File: config.mk
export PLATFORM = sky130hd
export DESIGN_NAME = vend_dispenser
export DESIGN_NICKNAME = d
export VERILOG_FILES = /design/src/rtl/vend_dispenser.sv
export SDC_FILE = /design/constraint.sdc
export NUM_CORES = 1
export LEC_CHECK = 0
export CORE_ASPECT_RATIO = 0.9
export CORE_UTILIZATION = 50
export DETAILED_ROUTE_END_ITERATION = 10
export HOLD_SLACK_MARGIN = 0.02
export PLACE_DENSITY = 0.79
export RECOVER_POWER = 50
export REMOVE_ABC_BUFFERS = 1
export SETUP_SLACK_MARGIN = 0.4
export SLEW_MARGIN = 0
export SYNTH_ARGS = -nofsm -noshare
export SYNTH_HDL_FRONTEND = slang
export SYNTH_SLANG_ARGS = --single-unit
File: constraint.sdc
create_clock -name clk -period 2.6 [get_ports clk]
set_input_delay 0.52 -clock clk [delete_from_list [all_inputs] [get_ports clk]]
set_output_delay 0.52 -clock clk [all_outputs]
set_load 0.005 [all_outputs]
File: src/rtl/vend_dispenser.sv
// Dispense controller: releases items, then tens, then fives, one strobe per ack,
// with an ack timeout that parks the block in FAULT until cleared.
module vend_dispenser #(
    parameter int TIMEOUT = 15
) (
    input  logic       clk,
    input  logic       reset,
    input  logic       load,
    input  logic [2:0] items,
    input  logic [3:0] change,
    input  logic       ack,
    input  logic       clr_fault,
    output logic       item_out,
    output logic       coin10_out,
    output logic       coin5_out,
    output logic       busy,
    output logic       done,
    output logic       load_drop,
    output logic       fault
);

    typedef enum logic [2:0] {
        S_IDLE  = 3'd0,
        S_ITEM  = 3'd1,
        S_COIN  = 3'd2,
        S_GAP   = 3'd3,
        S_DONE  = 3'd4,
        S_FAULT = 3'd5
    } state_t;

    localparam logic [7:0] WAIT_LAST = 8'(TIMEOUT - 1);

    state_t     state_q, state_d;
    logic [2:0] item_cnt_q, item_cnt_d;
    logic [3:0] chg_cnt_q, chg_cnt_d;
    logic [7:0] wait_q, wait_d;
    logic       item_out_q, item_out_d;
    logic       coin10_q, coin10_d;
    logic       coin5_q, coin5_d;
    logic       busy_q, busy_d;
    logic       done_q, done_d;
    logic       load_drop_q, load_drop_d;
    logic       fault_q, fault_d;

    function automatic state_t pick_next(input logic [2:0] n_items, input logic [3:0] n_chg);
        if (n_items != 3'd0) begin
            return S_ITEM;
        end else if (n_chg != 4'd0) begin
            return S_COIN;
        end else begin
            return S_DONE;
        end
    endfunction

    // Next-state, count and wait-counter logic; wait counter is zero outside ITEM/COIN
    always_comb begin
        state_d    = state_q;
        item_cnt_d = item_cnt_q;
        chg_cnt_d  = chg_cnt_q;
        wait_d     = 8'd0;
        case (state_q)
            S_IDLE: begin
                if (load) begin
                    item_cnt_d = items;
                    chg_cnt_d  = change;
                    state_d    = pick_next(items, change);
                end else begin
                    state_d = S_IDLE;
                end
            end
            S_ITEM: begin
                // An ack on the expiring cycle still counts as a normal dispense
                if (ack) begin
                    item_cnt_d = item_cnt_q - 3'd1;
                    state_d    = S_GAP;
                end else if (wait_q == WAIT_LAST) begin
                    state_d = S_FAULT;
                end else begin
                    wait_d = wait_q + 8'd1;
                end
            end
            S_COIN: begin
                if (ack) begin
                    if (chg_cnt_q >= 4'd2) begin
                        chg_cnt_d = chg_cnt_q - 4'd2;
                    end else begin
                        chg_cnt_d = chg_cnt_q - 4'd1;
                    end
                    state_d = S_GAP;
                end else if (wait_q == WAIT_LAST) begin
                    state_d = S_FAULT;
                end else begin
                    wait_d = wait_q + 8'd1;
                end
            end
            S_GAP: begin
                state_d = pick_next(item_cnt_q, chg_cnt_q);
            end
            S_DONE: begin
                state_d = S_IDLE;
            end
            S_FAULT: begin
                if (clr_fault) begin
                    item_cnt_d = 3'd0;
                    chg_cnt_d  = 4'd0;
                    state_d    = S_IDLE;
                end else begin
                    state_d = S_FAULT;
                end
            end
            default: begin
                item_cnt_d = 3'd0;
                chg_cnt_d  = 4'd0;
                state_d    = S_IDLE;
            end
        endcase
    end

    // Output decode from the next state so every output leaves a flop
    always_comb begin
        item_out_d  = (state_d == S_ITEM);
        coin10_d    = (state_d == S_COIN) && (chg_cnt_d >= 4'd2);
        coin5_d     = (state_d == S_COIN) && (chg_cnt_d == 4'd1);
        busy_d      = (state_d != S_IDLE);
        done_d      = (state_d == S_DONE);
        fault_d     = (state_d == S_FAULT);
        load_drop_d = load && (state_q != S_IDLE);
    end

    // State, counters and registered outputs
    always_ff @(posedge clk or negedge reset) begin
        if (!reset) begin
            state_q     <= S_IDLE;
            item_cnt_q  <= 3'd0;
            chg_cnt_q   <= 4'd0;
            wait_q      <= 8'd0;
            item_out_q  <= 1'b0;
            coin10_q    <= 1'b0;
            coin5_q     <= 1'b0;
            busy_q      <= 1'b0;
            done_q      <= 1'b0;
            load_drop_q <= 1'b0;
            fault_q     <= 1'b0;
        end else begin
            state_q     <= state_d;
            item_cnt_q  <= item_cnt_d;
            chg_cnt_q   <= chg_cnt_d;
            wait_q      <= wait_d;
            item_out_q  <= item_out_d;
            coin10_q    <= coin10_d;
            coin5_q     <= coin5_d;
            busy_q      <= busy_d;
            done_q      <= done_d;
            load_drop_q <= load_drop_d;
            fault_q     <= fault_d;
        end
    end

    assign item_out   = item_out_q;
    assign coin10_out = coin10_q;
    assign coin5_out  = coin5_q;
    assign busy       = busy_q;
    assign done       = done_q;
    assign load_drop  = load_drop_q;
    assign fault      = fault_q;

endmodule

==> Yosys cells after proc, flatten, opt, wreduce, memory -nomap -nowiden <==
Cells that the tools add are included.
W data, S select, Z words.
{ "word_totals": {"elab_cells": 67, "in_bits": 12, "output_inout_bits": 7, "register_bits": 25} }
{ "op_classes": {"order_cmp": 2, "n_addsub": 4, "n_eq_ne": 14, "n_bitwise": 1, "reduce_logical": 14, "mux": 21} }
{ "ops": {"columns": ["cell", "n"], "rows": [
  ["$mux W3", 11],
  ["$mux W8", 3],
  ["$pmux W3 S4", 2],
  ["$mux W4", 4],
  ["$pmux W4 S4", 1],
  ["$eq A3 B3 Y1 const B", 4],
  ["$reduce_bool A3 Y1", 4],
  ["$eq A3 B2 Y1 const B", 3],
  ["$add A8 B1 Y8 const B", 1],
  ["$eq A8 B4 Y1 const B", 1],
  ["$ge A4 B2 Y1 const B", 2],
  ["$reduce_bool A4 Y1", 2],
  ["$eq A3 B1 Y1 const B", 2],
  ["$ne A2 B2 Y1 const B", 3],
  ["$reduce_or A3 Y1", 2],
  ["$eq A4 B1 Y1 const B", 1],
  ["$reduce_and A4 Y1", 1],
  ["$sub A4 B1 Y4 const B", 1],
  ["$sub A4 B2 Y4 const B", 1],
  ["$logic_and A1 B1 Y1", 3],
  ["$logic_not A3 Y1", 1],
  ["$sub A3 B1 Y3 const B", 1],
  ["$reduce_or A2 Y1", 1],
  ["$not A1 Y1", 1]
]} }

==> Longest topological paths before layout <==
{ "depth": {"word_depth": 7, "ltp_mapped": 8, "ltp_nobuf": 8} }

==> Worst setup path before layout <==
OpenSTA, ideal clock, no wires.
{ "synth_path": {"path_type": "input -> register", "start": "in ack", "end": "reg busy_q, in the netlist busy", "path_stages": 5, "t_arrival_ns": 1.789, "setup_time_ns": 0.131, "path_slack_ns": 0.679, "path_buffers": 1, "required_ns": 2.469, "path_cell_list": "buf_2 or4_1 o21ai_1 o211ai_2 or3_1"} }
{ "synth_between": {"elab_chain_len": 3} }
{ "synth_lines": {"columns": ["element", "line", "rtl"], "rows": [
  ["start: declaration", "11", "input logic ack,"],
  ["$mux W3", "73", "if (ack) begin"],
  ["$pmux W3 S4", "61", "case (state_q)"],
  ["net state_d[1]", "33", "state_t state_q, state_d;"],
  ["$reduce_bool A3 Y1", "124", "busy_d = (state_d != S_IDLE);"],
  ["net busy_d", "40", "logic busy_q, busy_d;"],
  ["end signal: assignment", "152", "busy_q <= busy_d;"],
  ["end: declaration", "40", null]
]} }
The timed path passes the listed nets, and every way through them passes these cells.
A chain may end at the register's enable or synchronous reset.

==> Final worst setup path <==
Same ends and word-level chain as after synthesis.

==> results_dict.tcl <==
set metrics [dict create \
    dieArea_um2 3230 \
    cp.arrival_ps 2380 \
    ys_ff_latch 25 \
    critPathMaxFanout 7 \
    hold_class "reg2reg" \
    synth_seq_area_share 0.416 \
    rsz0062_at_grt "yes" \
    synthXorXnorAreaFrac 0.0349 \
    track_usage 0.211 \
    antenna_found_initial 0 \
    hold_ws_ps 517 \
    drt_wl_total_mm 2.98 \
    drtIter0Drc 62 \
    hold_end "wait_q[0]" \
    async_flop_share 1.00 \
    hpwl_mm 2.27 \
    postLayoutCoreUtil 0.625 \
    hp-start "wait_q[0]" \
    cts_buffer_depth 2 \
    cts_buffers 3 \
    timing.rr.start "state_q[0]" \
    io_buffers 18 \
    rows 18 \
    tns_ps 0 \
    power.density_nw_per_um2 904 \
    core_area_um2 2790 \
    synth_top_family_by_area "simple AND/OR/NAND/NOR gates" \
    grt_overflow_total 0 \
    vias_per_cell 5.58 \
    tightest_slew_ps 1280 \
    drtAntennaViolNets 0 \
    muxShareOfSynthArea 0.0266 \
    clock-sinks 25 \
    fmax_ghz 0.459 \
    cts.clk_slew.worst_paths_ps 130 \
    max_cap_viol_count 0 \
    cp_data_required_time_ps 2800 \
    finalHoldViolCount 0 \
    cts_root_buf "clkbuf_4" \
    fin_crit_ps 2180 \
    antenna-diode-count 0 \
    grt_max_degree 26 \
    skew_ps 9.24 \
    clock_latency_ps 300 \
    reg2reg_to "coin5_out" \
    reg2reg_slack_ps 510 \
    fillCellCount 251 \
    fin_crit_sh 0.839 \
    netlist_instances 154 \
    ir_drop_mv 0.461 \
    synth-edff-count 0 \
    synth_compound_gate_area_share 0.149 \
    start_kind "primary input" \
    setup_viol 0 \
    initial_utilization 0.539 \
    synth-adder-area-share 0.0748 \
    wl_per_cell_um 14.0 \
    holdPathStages 1 \
    vias 1183 \
    post_synth_num_cell_types 52 \
    post-cts-setup-buffers 0 \
    firstDrtPassIters 4 \
    avgSynthCellArea_um2 9.77 \
    die_x_um 59.8 \
    io_pins 19 \
    syn2layout_area_growth_pct 16.0 \
    syn_area_um2 1510 \
    drive_gt1_frac 0.0814 \
    status "finished, final reports clean" \
    p_leak_nw 0.753 \
    crit_type "in2reg" \
    end_kind "register" \
    power_mw 1.58 \
    finish.net_count 194 \
    yosys.area_share.simple 0.245 \
    grt_pass1_wl_mm 5.00 \
    maxSlewViolCount 0 \
    cts-htree-levels 1 \
    first_global_vias 1116 \
    place_congestion 0.909 \
    ys.flop_type "dfrtp_1" \
    yosys_warnings 0 \
    slew_headroom 0.148 \
    cts_tree "done" \
    drcViolationCount 0 \
    dieHeight_um 54.1 \
    worstRegToRegCells 5 \
]
## synth_stat cells, drive strengths merged, types with 2 or more instances
master  number  area [um^2]
xor2         3         26.3
mux2i        4         40.0
a21oi        5         28.8
nor3         5         25.0
and2         4         25.0
inv         12         45.0
nor2         8         30.0
o211ai       2         20.0
a221o        2         20.0
dfrtp       25          626
or3b         2         20.0
xnor2        3         26.3
or4          2         15.0
or3          3         18.8
and3         2         12.5
nand2       11         41.3
nand3        4         20.0
nor4         4         31.3
nand4        4         25.0
nor2b        3         18.8
o21ai        8         43.8
nand2b       3         18.8
buf          6         36.3
ha           9          113
## power by group
part	switching [mW]	internal [mW]	total [mW]	leakage [nW]
registers	0.150	0.495	0.645	0.326
logic	0.390	0.377	0.768	0.412
clock network	0.105	0.0597	0.165	0.0150
total	0.645	0.932	1.58	0.753
## kinds of logic (layout without fill, tap and decap cells)
kind of cell / Yosys count / in the layout
simple gates: 62 / 62
compound gates: 30 / 30
flops: 25 / 25
buf+inv: 18 / 36
fa+ha+maj: 9 / 9
xor+xnor: 6 / 6
mux: 4 / 4
## cell type report
| cell class | count | area, um^2 | area share |
|---|---|---|---|
| multi-input combinational | 111 | 807 | 0.462 |
| clock buffer | 4 | 26.3 | 0.0151 |
| tap | 40 | 50.0 | 0.0287 |
| timing repair buffer | 20 | 191 | 0.110 |
| inverter | 12 | 45.0 | 0.0258 |
| sequential | 25 | 626 | 0.358 |
## cell usage in the layout, fill, tap and decap left out, drive strengths merged, types with 4 or more instances in the layout
| cell type | n |
|---|---|
| o21ai | 8 |
| and2 | 4 |
| nor2 | 8 |
| nand2 | 11 |
| mux2i | 4 |
| nor3 | 5 |
| clkdlybuf4s50 | 16 |
| dfrtp | 25 |
| nand3 | 4 |
| nor4 | 4 |
| nand4 | 4 |
| clkbuf | 5 |
| ha | 9 |
| inv | 12 |
| a21oi | 5 |
## flip-flops by register name (all words and copies together) (netlist names)
| signal | flops |
|---|---|
| state_q | 3 |
| busy | 1 |
| done | 1 |
| chg_cnt_q | 4 |
| fault | 1 |
| coin5_out | 1 |
| item_out | 1 |
| item_cnt_q | 3 |
| coin10_out | 1 |
| load_drop | 1 |
| wait_q | 8 |
## how the worst max path moves through the flow
stage                             from          to  cells after the start
after floorplan           chg_cnt_q[1]        busy                      6
after global placement            load   coin5_out                      6
after detailed placement          load  coin10_out                      6
after CTS                         load  coin10_out                      6
after global routing        state_q[0]   coin5_out                      5
final                              ack        busy                      5
## through the flow
stage	instance area, um^2	std cells	setup slack [ps]
floorplan	1470	148	702
global route	1750	212	379
detailed placement	1710	208	170
finish	1750	212	419
CTS	1740	212	484
global placement	1710	208	198
## layer usage
layer | up-vias | GRT usage | wire [um]
li1 | 591 | - | -
met1 | 559 | 0.287 | 1410
met2 | 29 | 0.339 | 1410
met3 | 4 | 0.0433 | 117
met4 | 0 | 0.0620 | 42
met5 | - | 0 | 0
## worst max-delay path, stage by stage
cell and delay [ps]:
dlygate4sd3_1 640, or4_1 550, o21ai_1 150, o211ai_2 160, or3_1 360
## timing repair
action | in CTS | in global routing
hold endpoints to repair | 0 | 0
endpoints found under the setup margin | 0 | 2
hold buffers | 0 | 0
gates resized for setup | 0 | 2
(Power assumes the default switching activity.)
